### config.mk
export PLATFORM = sky130hd
export DESIGN_NAME = multi_channel_timer_flat
export DESIGN_NICKNAME = d
export VERILOG_FILES = /design/src/rtl/multi_channel_timer_pkg.sv /design/src/rtl/multi_channel_timer_if.sv /design/src/rtl/multi_channel_timer_channel.sv /design/src/rtl/multi_channel_timer.sv /design/src/flat_wrapper.sv
export SDC_FILE = /design/constraint.sdc
export NUM_CORES = 1
export LEC_CHECK = 0
export BUFFER_PORTS_ARGS = -buffer_cell sky130_fd_sc_hd__buf_2
export CAP_MARGIN = 25
export CORE_MARGIN = 10
export CORE_UTILIZATION = 50
export DETAILED_ROUTE_END_ITERATION = 8
export PLACE_DENSITY_LB_ADDON = 0.08
export SYNTH_ARGS = -nofsm -noshare
export SYNTH_HDL_FRONTEND = slang
export SYNTH_SLANG_ARGS = --single-unit
### constraint.sdc
create_clock -name clk -period 2.65 [get_ports clk]
set_input_delay 0.6625 -clock clk [delete_from_list [all_inputs] [get_ports clk]]
set_output_delay 0.6625 -clock clk [all_outputs]
set_load 0.02 [all_outputs]
### src/rtl/multi_channel_timer_pkg.sv
// ---------------------------------------------------------------------------
// timer_pkg
//   Shared definitions for multi_channel_timer and its channel sub-module.
//   - tmr_mode_e : per-channel bound behaviour (saturate / wrap)
//   - slice_lo   : low bit index of a channel's slice in a packed bus
// ---------------------------------------------------------------------------
package timer_pkg;

   typedef enum logic {
      TMR_SAT  = 1'b0,
      TMR_WRAP = 1'b1
   } tmr_mode_e;

   function automatic int unsigned slice_lo(input int unsigned ch,
                                            input int unsigned width);
      return ch * width;
   endfunction

endpackage

### src/rtl/multi_channel_timer_if.sv
// ---------------------------------------------------------------------------
// multi_channel_timer_if
//   Request/status bundle for multi_channel_timer. Per-channel vectors carry
//   one bit per channel; value buses carry channel i in
//   [i*BIT_WIDTH +: BIT_WIDTH].
//   master : drives ch_up/ch_down/ch_load/ch_load_max/ch_wrap/load_val/max_val,
//            observes count/at_zero/at_max/tc_pulse
//   slave  : the timer itself (opposite directions)
// ---------------------------------------------------------------------------
interface multi_channel_timer_if #(
   parameter int unsigned BIT_WIDTH = 5,
   parameter int unsigned NUM_CH    = 4
);

   logic [NUM_CH-1:0]           ch_up;
   logic [NUM_CH-1:0]           ch_down;
   logic [NUM_CH-1:0]           ch_load;
   logic [NUM_CH-1:0]           ch_load_max;
   logic [NUM_CH-1:0]           ch_wrap;
   logic [NUM_CH*BIT_WIDTH-1:0] load_val;
   logic [NUM_CH*BIT_WIDTH-1:0] max_val;
   logic [NUM_CH*BIT_WIDTH-1:0] count;
   logic [NUM_CH-1:0]           at_zero;
   logic [NUM_CH-1:0]           at_max;
   logic [NUM_CH-1:0]           tc_pulse;

   modport master (
      output ch_up, ch_down, ch_load, ch_load_max, ch_wrap, load_val, max_val,
      input  count, at_zero, at_max, tc_pulse
   );

   modport slave (
      input  ch_up, ch_down, ch_load, ch_load_max, ch_wrap, load_val, max_val,
      output count, at_zero, at_max, tc_pulse
   );

endinterface

### src/rtl/multi_channel_timer_channel.sv
// ---------------------------------------------------------------------------
// timer_channel
//   One up/down timer: count, max and terminal-count registers plus their
//   next-state logic.
//   clk, reset (async, active-low)
//   tick              : qualifies up/down (load, load_max, clamping ignore it)
//   up, down          : step requests (both together = hold)
//   load, load_val    : load count, clamped to the effective max
//   load_max, max_val : replace the max register this edge
//   wrap              : 0 = saturate at bounds, 1 = wrap around
//   count, at_zero, at_max, tc_pulse : registered state / decodes
// ---------------------------------------------------------------------------
module timer_channel
   import timer_pkg::*;
#(
   parameter int unsigned BIT_WIDTH = 5
) (
   input  logic                 clk,
   input  logic                 reset,
   input  logic                 tick,
   input  logic                 up,
   input  logic                 down,
   input  logic                 load,
   input  logic                 load_max,
   input  logic                 wrap,
   input  logic [BIT_WIDTH-1:0] load_val,
   input  logic [BIT_WIDTH-1:0] max_val,
   output logic [BIT_WIDTH-1:0] count,
   output logic                 at_zero,
   output logic                 at_max,
   output logic                 tc_pulse
);

   logic [BIT_WIDTH-1:0] max_reg;
   logic [BIT_WIDTH-1:0] max_eff;
   logic [BIT_WIDTH-1:0] count_nxt;
   logic                 tc_nxt;
   tmr_mode_e            mode;

   assign mode = tmr_mode_e'(wrap);

   // The clamp branch runs before up/down, so every stepping branch below
   // can rely on count <= max_eff.
   always_comb begin
      max_eff   = load_max ? max_val : max_reg;
      count_nxt = count;
      tc_nxt    = 1'b0;
      if (load) begin
         count_nxt = (load_val > max_eff) ? max_eff : load_val;
      end else if (count > max_eff) begin
         count_nxt = max_eff;
      end else if (tick && up && !down) begin
         if (count < max_eff) begin
            count_nxt = count + 1'b1;
            tc_nxt    = (count_nxt == max_eff);
         end else if (mode == TMR_WRAP) begin
            count_nxt = '0;
            tc_nxt    = 1'b1;
         end
      end else if (tick && down && !up) begin
         if (count != '0) begin
            count_nxt = count - 1'b1;
            tc_nxt    = (count_nxt == '0);
         end else if (mode == TMR_WRAP) begin
            count_nxt = max_eff;
            tc_nxt    = 1'b1;
         end
      end
   end

   always_ff @(posedge clk or negedge reset) begin
      if (!reset) begin
         count    <= '0;
         max_reg  <= '1;
         tc_pulse <= 1'b0;
      end else begin
         count    <= count_nxt;
         max_reg  <= max_eff;
         tc_pulse <= tc_nxt;
      end
   end

   assign at_zero = (count == '0);
   assign at_max  = (count == max_reg);

endmodule

### src/rtl/multi_channel_timer.sv
// ---------------------------------------------------------------------------
// multi_channel_timer
//   NUM_CH independent up/down timers with programmable max, load and
//   saturate/wrap mode; one timer per traffic phase, tc_pulse feeds TrafficMode.
//   clk   : rising-edge clock
//   reset : asynchronous, active-low
//   bus   : multi_channel_timer_if.slave (requests in, count/status out)
//   Optional feature macro: TIMER_PRESCALE_EN -- a shared prescaler gates
//   ch_up/ch_down to one cycle in PRESCALE.
// ---------------------------------------------------------------------------
module multi_channel_timer
   import timer_pkg::*;
#(
   parameter int unsigned BIT_WIDTH = 5,
   parameter int unsigned NUM_CH    = 4,
   parameter int unsigned PRESCALE  = 10
) (
   input logic                  clk,
   input logic                  reset,
   multi_channel_timer_if.slave bus
);

   logic tick;

`ifdef TIMER_PRESCALE_EN
   localparam int unsigned PW = (PRESCALE > 1) ? $clog2(PRESCALE) : 1;
   localparam logic [PW-1:0] PRE_LAST = PW'(PRESCALE - 1);

   logic [PW-1:0] pre_cnt;

   always_ff @(posedge clk or negedge reset) begin
      if (!reset) begin
         pre_cnt <= '0;
      end else if (pre_cnt == PRE_LAST) begin
         pre_cnt <= '0;
      end else begin
         pre_cnt <= pre_cnt + 1'b1;
      end
   end

   assign tick = (pre_cnt == PRE_LAST);
`else
   // No prescaler: tick is constant 1 for any legal PRESCALE (>= 1).
   assign tick = (PRESCALE != 0);
`endif

   logic [BIT_WIDTH-1:0] cnt_ch  [NUM_CH];
   logic                 zero_ch [NUM_CH];
   logic                 max_ch  [NUM_CH];
   logic                 tc_ch   [NUM_CH];

   for (genvar g = 0; g < NUM_CH; g++) begin : g_ch
      localparam int unsigned LO = slice_lo(g, BIT_WIDTH);

      timer_channel #(
         .BIT_WIDTH (BIT_WIDTH)
      ) u_chan (
         .clk      (clk),
         .reset    (reset),
         .tick     (tick),
         .up       (bus.ch_up[g]),
         .down     (bus.ch_down[g]),
         .load     (bus.ch_load[g]),
         .load_max (bus.ch_load_max[g]),
         .wrap     (bus.ch_wrap[g]),
         .load_val (bus.load_val[LO +: BIT_WIDTH]),
         .max_val  (bus.max_val[LO +: BIT_WIDTH]),
         .count    (cnt_ch[g]),
         .at_zero  (zero_ch[g]),
         .at_max   (max_ch[g]),
         .tc_pulse (tc_ch[g])
      );
   end

   // Per-channel results are gathered here so each bus signal has one driver.
   always_comb begin
      bus.count    = '0;
      bus.at_zero  = '0;
      bus.at_max   = '0;
      bus.tc_pulse = '0;
      for (int unsigned i = 0; i < NUM_CH; i++) begin
         bus.count[slice_lo(i, BIT_WIDTH) +: BIT_WIDTH] = cnt_ch[i];
         bus.at_zero[i]  = zero_ch[i];
         bus.at_max[i]   = max_ch[i];
         bus.tc_pulse[i] = tc_ch[i];
      end
   end

endmodule

### src/flat_wrapper.sv
// flat-port wrapper written by rule: the top's interface ports become plain ports
module multi_channel_timer_flat import timer_pkg::*;
#(
   parameter int unsigned BIT_WIDTH = 5,
   parameter int unsigned NUM_CH    = 4,
   parameter int unsigned PRESCALE  = 10
)
  (clk, reset, bus_ch_up, bus_ch_down, bus_ch_load, bus_ch_load_max, bus_ch_wrap, bus_load_val, bus_max_val, bus_count, bus_at_zero, bus_at_max, bus_tc_pulse);
  multi_channel_timer_if #(.BIT_WIDTH(BIT_WIDTH), .NUM_CH(NUM_CH)) bus_i ();
  input logic clk;
  input logic reset;
  input wire logic [$bits(bus_i.ch_up)-1:0] bus_ch_up;
  input wire logic [$bits(bus_i.ch_down)-1:0] bus_ch_down;
  input wire logic [$bits(bus_i.ch_load)-1:0] bus_ch_load;
  input wire logic [$bits(bus_i.ch_load_max)-1:0] bus_ch_load_max;
  input wire logic [$bits(bus_i.ch_wrap)-1:0] bus_ch_wrap;
  input wire logic [$bits(bus_i.load_val)-1:0] bus_load_val;
  input wire logic [$bits(bus_i.max_val)-1:0] bus_max_val;
  output wire logic [$bits(bus_i.count)-1:0] bus_count;
  output wire logic [$bits(bus_i.at_zero)-1:0] bus_at_zero;
  output wire logic [$bits(bus_i.at_max)-1:0] bus_at_max;
  output wire logic [$bits(bus_i.tc_pulse)-1:0] bus_tc_pulse;
  assign bus_i.ch_up = bus_ch_up;
  assign bus_i.ch_down = bus_ch_down;
  assign bus_i.ch_load = bus_ch_load;
  assign bus_i.ch_load_max = bus_ch_load_max;
  assign bus_i.ch_wrap = bus_ch_wrap;
  assign bus_i.load_val = bus_load_val;
  assign bus_i.max_val = bus_max_val;
  assign bus_count = bus_i.count;
  assign bus_at_zero = bus_i.at_zero;
  assign bus_at_max = bus_i.at_max;
  assign bus_tc_pulse = bus_i.tc_pulse;
  multi_channel_timer #(.BIT_WIDTH(BIT_WIDTH), .NUM_CH(NUM_CH), .PRESCALE(PRESCALE)) u_core (.clk(clk), .reset(reset), .bus(bus_i));
endmodule
==> results of run 1 <==
[cells by family after synthesis]
| kind of cell | Yosys count |
|---|---|
| xor gates and xnor gates | 57 |
| muxes | 39 |
| adders and majority gates | 60 |
| DFF | 44 |
| and+or+nand+nor | 154 |
| buffers and inverters | 90 |
| AOI/OAI and AO/OA | 146 |
[worst register-to-register path, stage by stage, from the launching register on]
cell and delay [ns]:
dfstp_2 0.58, mux2i_4 0.09, ha_1 0.30, o21a_1 0.22
a221o_1 0.40, a222oi_1 0.33, or2_4 0.20, inv_1 0.04
a221o_1 0.29
[layout by cell type, fill, tap and decap left out, types with 4 or more instances in the layout]
cell type  count
and3_1         6
nor2_1        36
inv_1         50
nor3_1        17
mux2i_4       11
a21oi_1       23
clkbuf_8       6
a22o_1         4
ha_4           6
a211oi_1       6
xnor2_1       41
a221oi_1       5
ha_1          52
mux2_2        11
o22ai_1        9
dfrtp_1       24
buf_12         5
buf_4         95
nor2b_1        4
nand2_1       24
mux2i_1       11
buf_2         92
o21ai_0       25
a31oi_1        5
xor2_1        16
a22oi_1        8
nand3_1       22
nand4_1        4
o21ai_1        7
dfstp_2       20
nor3b_1        4
[cell type report]
class,count,share of cell area [%]
multi-input cells,456,57.92
repair buffers,193,18.85
flip-flops and latches,44,16.52
inverters,53,2.937
well taps,133,2.442
clock buffers,8,1.322
[final timing paths]
check | depth (start not counted) | startpoint | to
max in group asynchronous | 2 | reset | u_core.g_ch[2].u_chan.max_reg[1]
hold / removal | 1 | reset | u_core.g_ch[3].u_chan.count[0]
setup reg to reg | 8 | u_core.g_ch[2].u_chan.max_reg[3] | u_core.g_ch[2].u_chan.count[1]
setup / recovery | 9 | bus_ch_load_max[2] | u_core.g_ch[2].u_chan.count[1]
min in group clk | 2 | bus_ch_load[1] | u_core.g_ch[1].u_chan.tc_pulse
hold reg to reg | 2 | u_core.g_ch[3].u_chan.count[0] | u_core.g_ch[3].u_chan.count[0]
[metrics by stage]
step | instances | total power, mW
2_1_floorplan | 590 | 4.599
3_3_place_gp | 875 | 6.141
3_5_place_dp | 875 | 6.238
4_1_cts | 883 | 6.734
5_1_grt | 887 | 7.457
6_report | 887 | 6.940
[per-layer routing]
| layer | up-vias | wire length, um | global-route usage, % |
|---|---|---|---|
| met2 | 171 | 7701 | 34.80 |
| li1 | 2477 | - | - |
| met4 | 0 | 184 | 4.600 |
| met3 | 19 | 1009 | 3.443 |
| met1 | 2458 | 6745 | 26.20 |
| met5 | - | 0 | 0 |
[power groups by stage]
stage | logic [mW] | registers [mW] | clock network, mW
floorplan | 3.27 | 1.33 | 0
global placement | 4.99 | 1.15 | 0
detailed placement | 5.08 | 1.16 | 0
CTS | 5.11 | 1.15 | 0.475
global route | 5.77 | 1.19 | 0.498
finish | 5.31 | 1.17 | 0.465
[what timing repair did]
item                       4_1_cts  5_1_grt
setup endpoints to repair        2       21
pin swaps                        0       11
resized for setup                4       31
hold buffers                     0        0
buffers inserted                 0        4
==> flow_metrics.env, run 1 <==
export IMPL_die_w_um=121.0
export IMPL_grt_first_pass_wirelength_mm=25.03
export IMPL_synth_enable_flop_cells=0
export IMPL_crit_path_start_kind="primary input"
export IMPL_synth_xor_area_share_pct=9.796
export IMPL_fin_ws_ns=0.06272
export IMPL_crit_path_end_kind="register"
export IMPL_multi_input_area_mm2=0.003948
export IMPL_switching_share_pct=47.87
export IMPL_insertion_delay_ns=0.30
export IMPL_synth_commonest_cells="ha_1, inv_1, xnor2_1"
export IMPL_hold_viol_final=0
export IMPL_synth_top_area_cell="ha_1"
export IMPL_fin_crit_sh_pct=97.63
export IMPL_synth_area_top_cells="ha_1, dfrtp_1, dfstp_2"
export IMPL_grt_pass1_vias=5125
export IMPL_worst_path_max_fanout=5
export IMPL_synth_cell_area_mm2=0.005096
export IMPL_grt_use_total_pct=20.40
export IMPL_slew_violations=0
export IMPL_grt_max_degree=26
export IMPL_yosys_area_share_simple_pct=16.82
export IMPL_critPathSlowestCell="a221o_1"
export IMPL_htree_levels=2
export IMPL_io_pins=94
export IMPL_die_area_mm2=0.01463
export IMPL_synth_seq_cells=44
export IMPL_yosysTopAreaCellShare_pct=14.73
export IMPL_max_freq_mhz=386.5
export IMPL_power_internal_mw=3.618
export IMPL_dp_hpwl_mm=12.56
export IMPL_syn_num_nets=712
export IMPL_hold_path_class="primary input to async pin"
export IMPL_final_setup_tns_ns=0
export IMPL_cp_common_cell="a221o_1"
export IMPL_synthFlopType="dfrtp_1"
export IMPL_antenna_found_initial=0
export IMPL_io_buffers=93
export IMPL_final_cell_area_mm2=0.006815
export IMPL_post_drt_wl_per_cell_um=17.63
export IMPL_cts_tree="done"
export IMPL_cts_buffers=5
export IMPL_critPathTopFamily="compound AO/OA/AOI/OAI gates"
export IMPL_leakage_nw=3.121
export IMPL_syn_avg_cell_area_um2=8.638
export IMPL_crit_type="primary input to register"
export IMPL_wirelength_mm=15.64
export IMPL_seq_area_mm2=0.001126
export IMPL_yosysWarnings=0
export IMPL_path_buf_inv=2
export IMPL_synth_compound_area_share_pct=19.94
export IMPL_gp_congestion=0.9358
export IMPL_worstMarginPinSlew_ns=0.5050
export IMPL_vias_per_cell=5.778
export IMPL_p_seq_share_pct=16.8
export IMPL_yosysMostFrequentCell="ha_1"
export IMPL_drive_above_1_share_pct=39.92
export IMPL_cap_violations=0
export IMPL_synth_mux_area_share_pct=8.569
export IMPL_rsz0062_at_grt="true"
export IMPL_rrSetupSlack_ns=0.10
export IMPL_async_flop_share_pct=100.0
export IMPL_clkPwrFrac_pct=6.7
export IMPL_cp_slowest_stage_delay_ns=0.40
export IMPL_die_h_um=121.0
export IMPL_whs_ns=0.3105
export IMPL_synth_top_family_by_area="compound AO/OA/AOI/OAI gates"
export IMPL_drtIter0Drc=419
export IMPL_final_core_util_pct=69.09
export IMPL_finClkSkew_ns=0.01385
export IMPL_setup_viol=0
export IMPL_firstDrtPassIters=5
export IMPL_num_rows=36
export IMPL_grt_overflow=0
export IMPL_core_area_mm2=0.009864
export IMPL_ir_drop_v=0.0005280
export IMPL_start_util_pct=51.66
export IMPL_nFillCells=795
export IMPL_max_slew_margin_pct=66.34
export IMPL_synth_fa_ha_area_share_pct=14.73
export IMPL_nets=875
export IMPL_ant_nets=0
export IMPL_cp_required_ns=2.83
export IMPL_pre_cts_slack_ns=-0.3171
export IMPL_ys_types=73
export IMPL_fin_crit_ns=2.587
export IMPL_yosysSeqAreaShare_pct=22.10
export IMPL_num_antenna_cells=0
export IMPL_p_comb_share_pct=76.5
export IMPL_crit_arrival_ns=2.77
export IMPL_cts_path_max_buffers=2
export IMPL_placed_area_mm2=0.006544
export IMPL_num_vias=5125
export IMPL_area_delta_synth_final_pct=33.73
export IMPL_status="completed"
export IMPL_cts_sinks=44
export IMPL_p_sw_mw=3.322
export IMPL_power_density_mw_per_mm2=1018
export IMPL_clockRootBuffer="clkbuf_8"
export IMPL_cts_clk_slew_worst_paths_ns=0.10
export IMPL_cp_cell_sequence="buf_12 > mux2i_4 > ha_1 > o21a_1 > a221o_1 > a222oi_1 > or2_4 > inv_1 > a221o_1"
export IMPL_synthCells=590
export IMPL_drc=0
Power figures use the tool's default switching activity.
==> inputs of run 2 (changes only) <==
Settings changed: ABC_AREA from default to 1.
==> run 2 against run 1 <==
Net effect:
- sequential power increased by 6%
- critical path depth decreased by 3
- register-to-register slack improved by 0.23 ns
- critical endpoint is now bus_at_max[0]
- largest power group unchanged
- highest routed layer unchanged
==> flow_metrics.env, run 2 <==
export IMPL_status="completed"
export IMPL_drtIter0Drc=405
export IMPL_cts_tree="done"
export IMPL_reg2reg_to="u_core.g_ch[1].u_chan.count[3]"
export IMPL_synth_enable_flop_cells=0
export IMPL_synth_area_top_cells="nand2_1, ha_1, nand3_1"
export IMPL_wirelength_mm=16.17
export IMPL_hold_path_class="primary input to async pin"
export IMPL_reg2reg_from="u_core.g_ch[1].u_chan.max_reg[1]"
export IMPL_rsz0062_at_grt="false"
export IMPL_cts_clk_slew_worst_paths_ns=0.07
export IMPL_power_internal_mw=2.947
export IMPL_p_total_mw=6.609
export IMPL_crit_arrival_ns=1.75
export IMPL_yosysTopAreaCellShare_pct=18.65
export IMPL_firstDrtPassIters=7
export IMPL_cts_resized=0
export IMPL_die_w_um=128.6
export IMPL_setup_viol=0
export IMPL_fin_crit_ns=2.412
export IMPL_final_cell_mix="nand2_1, nand3_1, inv_1"
export IMPL_cp_required_ns=1.99
export IMPL_gp_congestion=0.9310
export IMPL_grt_first_pass_wirelength_mm=26.72
export IMPL_worstMarginPinSlew_ns=0.6169
export IMPL_slew_violations=0
export IMPL_antenna_found_initial=0
export IMPL_ant_nets=0
export IMPL_insertion_delay_ns=0.30
export IMPL_critPathTopFamily="flip-flops"
export IMPL_yosysMostFrequentCell="nand2_1"
export IMPL_cts_sinks=44
export IMPL_critPathSlowestCell="dfrtp_1"
export IMPL_hold_viol_final=0
export IMPL_synth_cell_area_mm2=0.005896
export IMPL_path_buf_inv=2
export IMPL_worst_path_max_fanout=6
export IMPL_crit_path_start_kind="register"
export IMPL_crit_type="register to output port"
export IMPL_cts_path_max_buffers=2
export IMPL_num_vias=5974
export IMPL_yosysWarnings=0
export IMPL_yosysSeqAreaShare_pct=19.10
export IMPL_cts_buffers=5
export IMPL_drc=0
export IMPL_async_flop_share_pct=100.0
export IMPL_crit_path_end_kind="output port"
export IMPL_syn_avg_cell_area_um2=6.558
export IMPL_synthCells=899
export IMPL_syn_num_nets=1021
export IMPL_grt_max_degree=45
export IMPL_post_drt_wl_per_cell_um=14.04
export IMPL_grt_overflow=0
export IMPL_dp_hpwl_mm=13.08
export IMPL_synth_seq_cells=44
export IMPL_start_util_pct=51.41
export IMPL_cp_cell_sequence="inv_1 > o21ai_0 > a221oi_1 > o211ai_1 > nor3_1 > buf_2"
export IMPL_final_setup_tns_ns=0
export IMPL_leakage_nw=3.869
export IMPL_grt_pass1_vias=5480
export IMPL_rrSetupSlack_ns=0.33
export IMPL_num_antenna_cells=0
export IMPL_cp_slowest_stage_delay_ns=0.47
export IMPL_nFillCells=1160
export IMPL_cap_violations=0
export IMPL_nets=1130
export IMPL_die_h_um=128.6
export IMPL_io_pins=94
export IMPL_synthFlopType="dfrtp_1"
export IMPL_synth_top_area_cell="nand2_1"
export IMPL_grt_use_total_pct=19.27
export IMPL_area_delta_synth_final_pct=14.47
export IMPL_synth_commonest_cells="nand2_1, nand3_1, inv_1"
export IMPL_io_buffers=93
export IMPL_num_rows=39
export IMPL_drive_above_1_share_pct=24.28
export IMPL_switching_share_pct=55.41
export IMPL_clkPwrFrac_pct=9.9
export IMPL_max_freq_mhz=414.7
export IMPL_post_cts_buffers=0
export IMPL_ys_types=39
export IMPL_fin_crit_sh_pct=91.01
export IMPL_p_sw_mw=3.662
export IMPL_die_area_mm2=0.01653
export IMPL_p_comb_share_pct=71.3
export IMPL_htree_levels=2
export IMPL_vias_per_cell=5.186
export IMPL_max_slew_margin_pct=58.87
export IMPL_final_common_cell="nand2_1"
export IMPL_finClkSkew_ns=0.003941
export IMPL_core_area_mm2=0.01147
export IMPL_p_seq_share_pct=18.8
export IMPL_worstRegToRegCells=14
export IMPL_ir_drop_v=0.0005264
export IMPL_clockRootBuffer="clkbuf_16"
export IMPL_power_density_mw_per_mm2=979.3
export IMPL_hold_buffers=0
-- run 2: worst max-delay path by stage --
stage | startpoint | slack (ns) | cells after the start | end
after floorplan | bus_ch_load_max[2] | 0.29 | 13 | u_core.g_ch[2].u_chan.count[0]
after global placement | bus_ch_load_max[2] | 0.08 | 13 | u_core.g_ch[2].u_chan.count[0]
after detailed placement | bus_ch_load_max[2] | 0.06 | 13 | u_core.g_ch[2].u_chan.count[1]
after CTS | u_core.g_ch[3].u_chan.count[1] | 0.24 | 4 | bus_at_max[3]
after global routing | u_core.g_ch[3].u_chan.count[1] | 0.07 | 4 | bus_at_max[3]
final | u_core.g_ch[0].u_chan.count[4] | 0.24 | 6 | bus_at_max[0]
-- run 2: metal layers --
metal / GRT usage (%) / vias up / part of all wire (%)
met3: 3.203 / 16 / 5.0
met4: 4.519 / 0 / 1.1
met2: 31.38 / 153 / 46
met1: 26.05 / 2679 / 48
met5: 0 / - / 0
li1: - / 3126 / -
-- run 2: power by group through the flow --
stage	clock, mW	sequential, mW	combinational (mW)
after global placement	0	1.26	4.67
final	0.655	1.24	4.71
after global routing	0.701	1.27	5.31
after detailed placement	0	1.25	4.68
after CTS	0.678	1.24	4.70
after floorplan	0	1.32	3.44
-- run 2: cell type report --
class | instances | area [um^2] | area share [%]
Clock inverter | 2 | 16.27 | 0.2410
Inverter | 137 | 516.7 | 7.657
Timing Repair Buffer | 129 | 735.7 | 10.90
Sequential cell | 44 | 1126 | 16.69
Tap cell | 143 | 178.9 | 2.651
Multi-Input combinational cell | 691 | 4046 | 59.96
Clock buffer | 6 | 128.9 | 1.910
-- run 2: cells by family (layout without fill, tap and decap cells) --
kind of cell	after synthesis	in the layout	share of synthesized area (%)
simple gates	531	531	44.35
compound gates	77	77	8.128
flops	44	44	19.10
buf+inv	164	274	12.27
xor+xnor	23	23	3.417
fa+ha+maj	60	60	12.73
-- run 2: worst reg2reg max path, stage by stage (launching register included) --
cell     delay [ns]
dfstp_2        0.55
inv_1          0.07
o21ai_2        0.22
inv_2          0.11
ha_1           0.28
nand2_1        0.11
nor2_4         0.05
nand2_2        0.08
nand3_4        0.14
nand2_4        0.17
nand4_2        0.12
nand3_4        0.11
nand2_2        0.09
nand2_1        0.08
nand2_1        0.05
-- run 2: stage by stage --
| stage | hold slack, ns | setup slack [ns] | util (%) | instances | area (um^2) |
|---|---|---|---|---|---|
| after global routing | 0.5010 | 0.07442 | 58.85 | 1152 | 6749 |
| after detailed placement | 0.5747 | 0.05723 | 57.59 | 1144 | 6604 |
| after CTS | 0.4702 | 0.2374 | 58.85 | 1152 | 6749 |
| final | 0.4523 | 0.2383 | 58.85 | 1152 | 6749 |
| after floorplan | 0.3669 | 0.2893 | - | 899 | 5896 |
| after global placement | 0.5648 | 0.07683 | 57.59 | 1144 | 6604 |
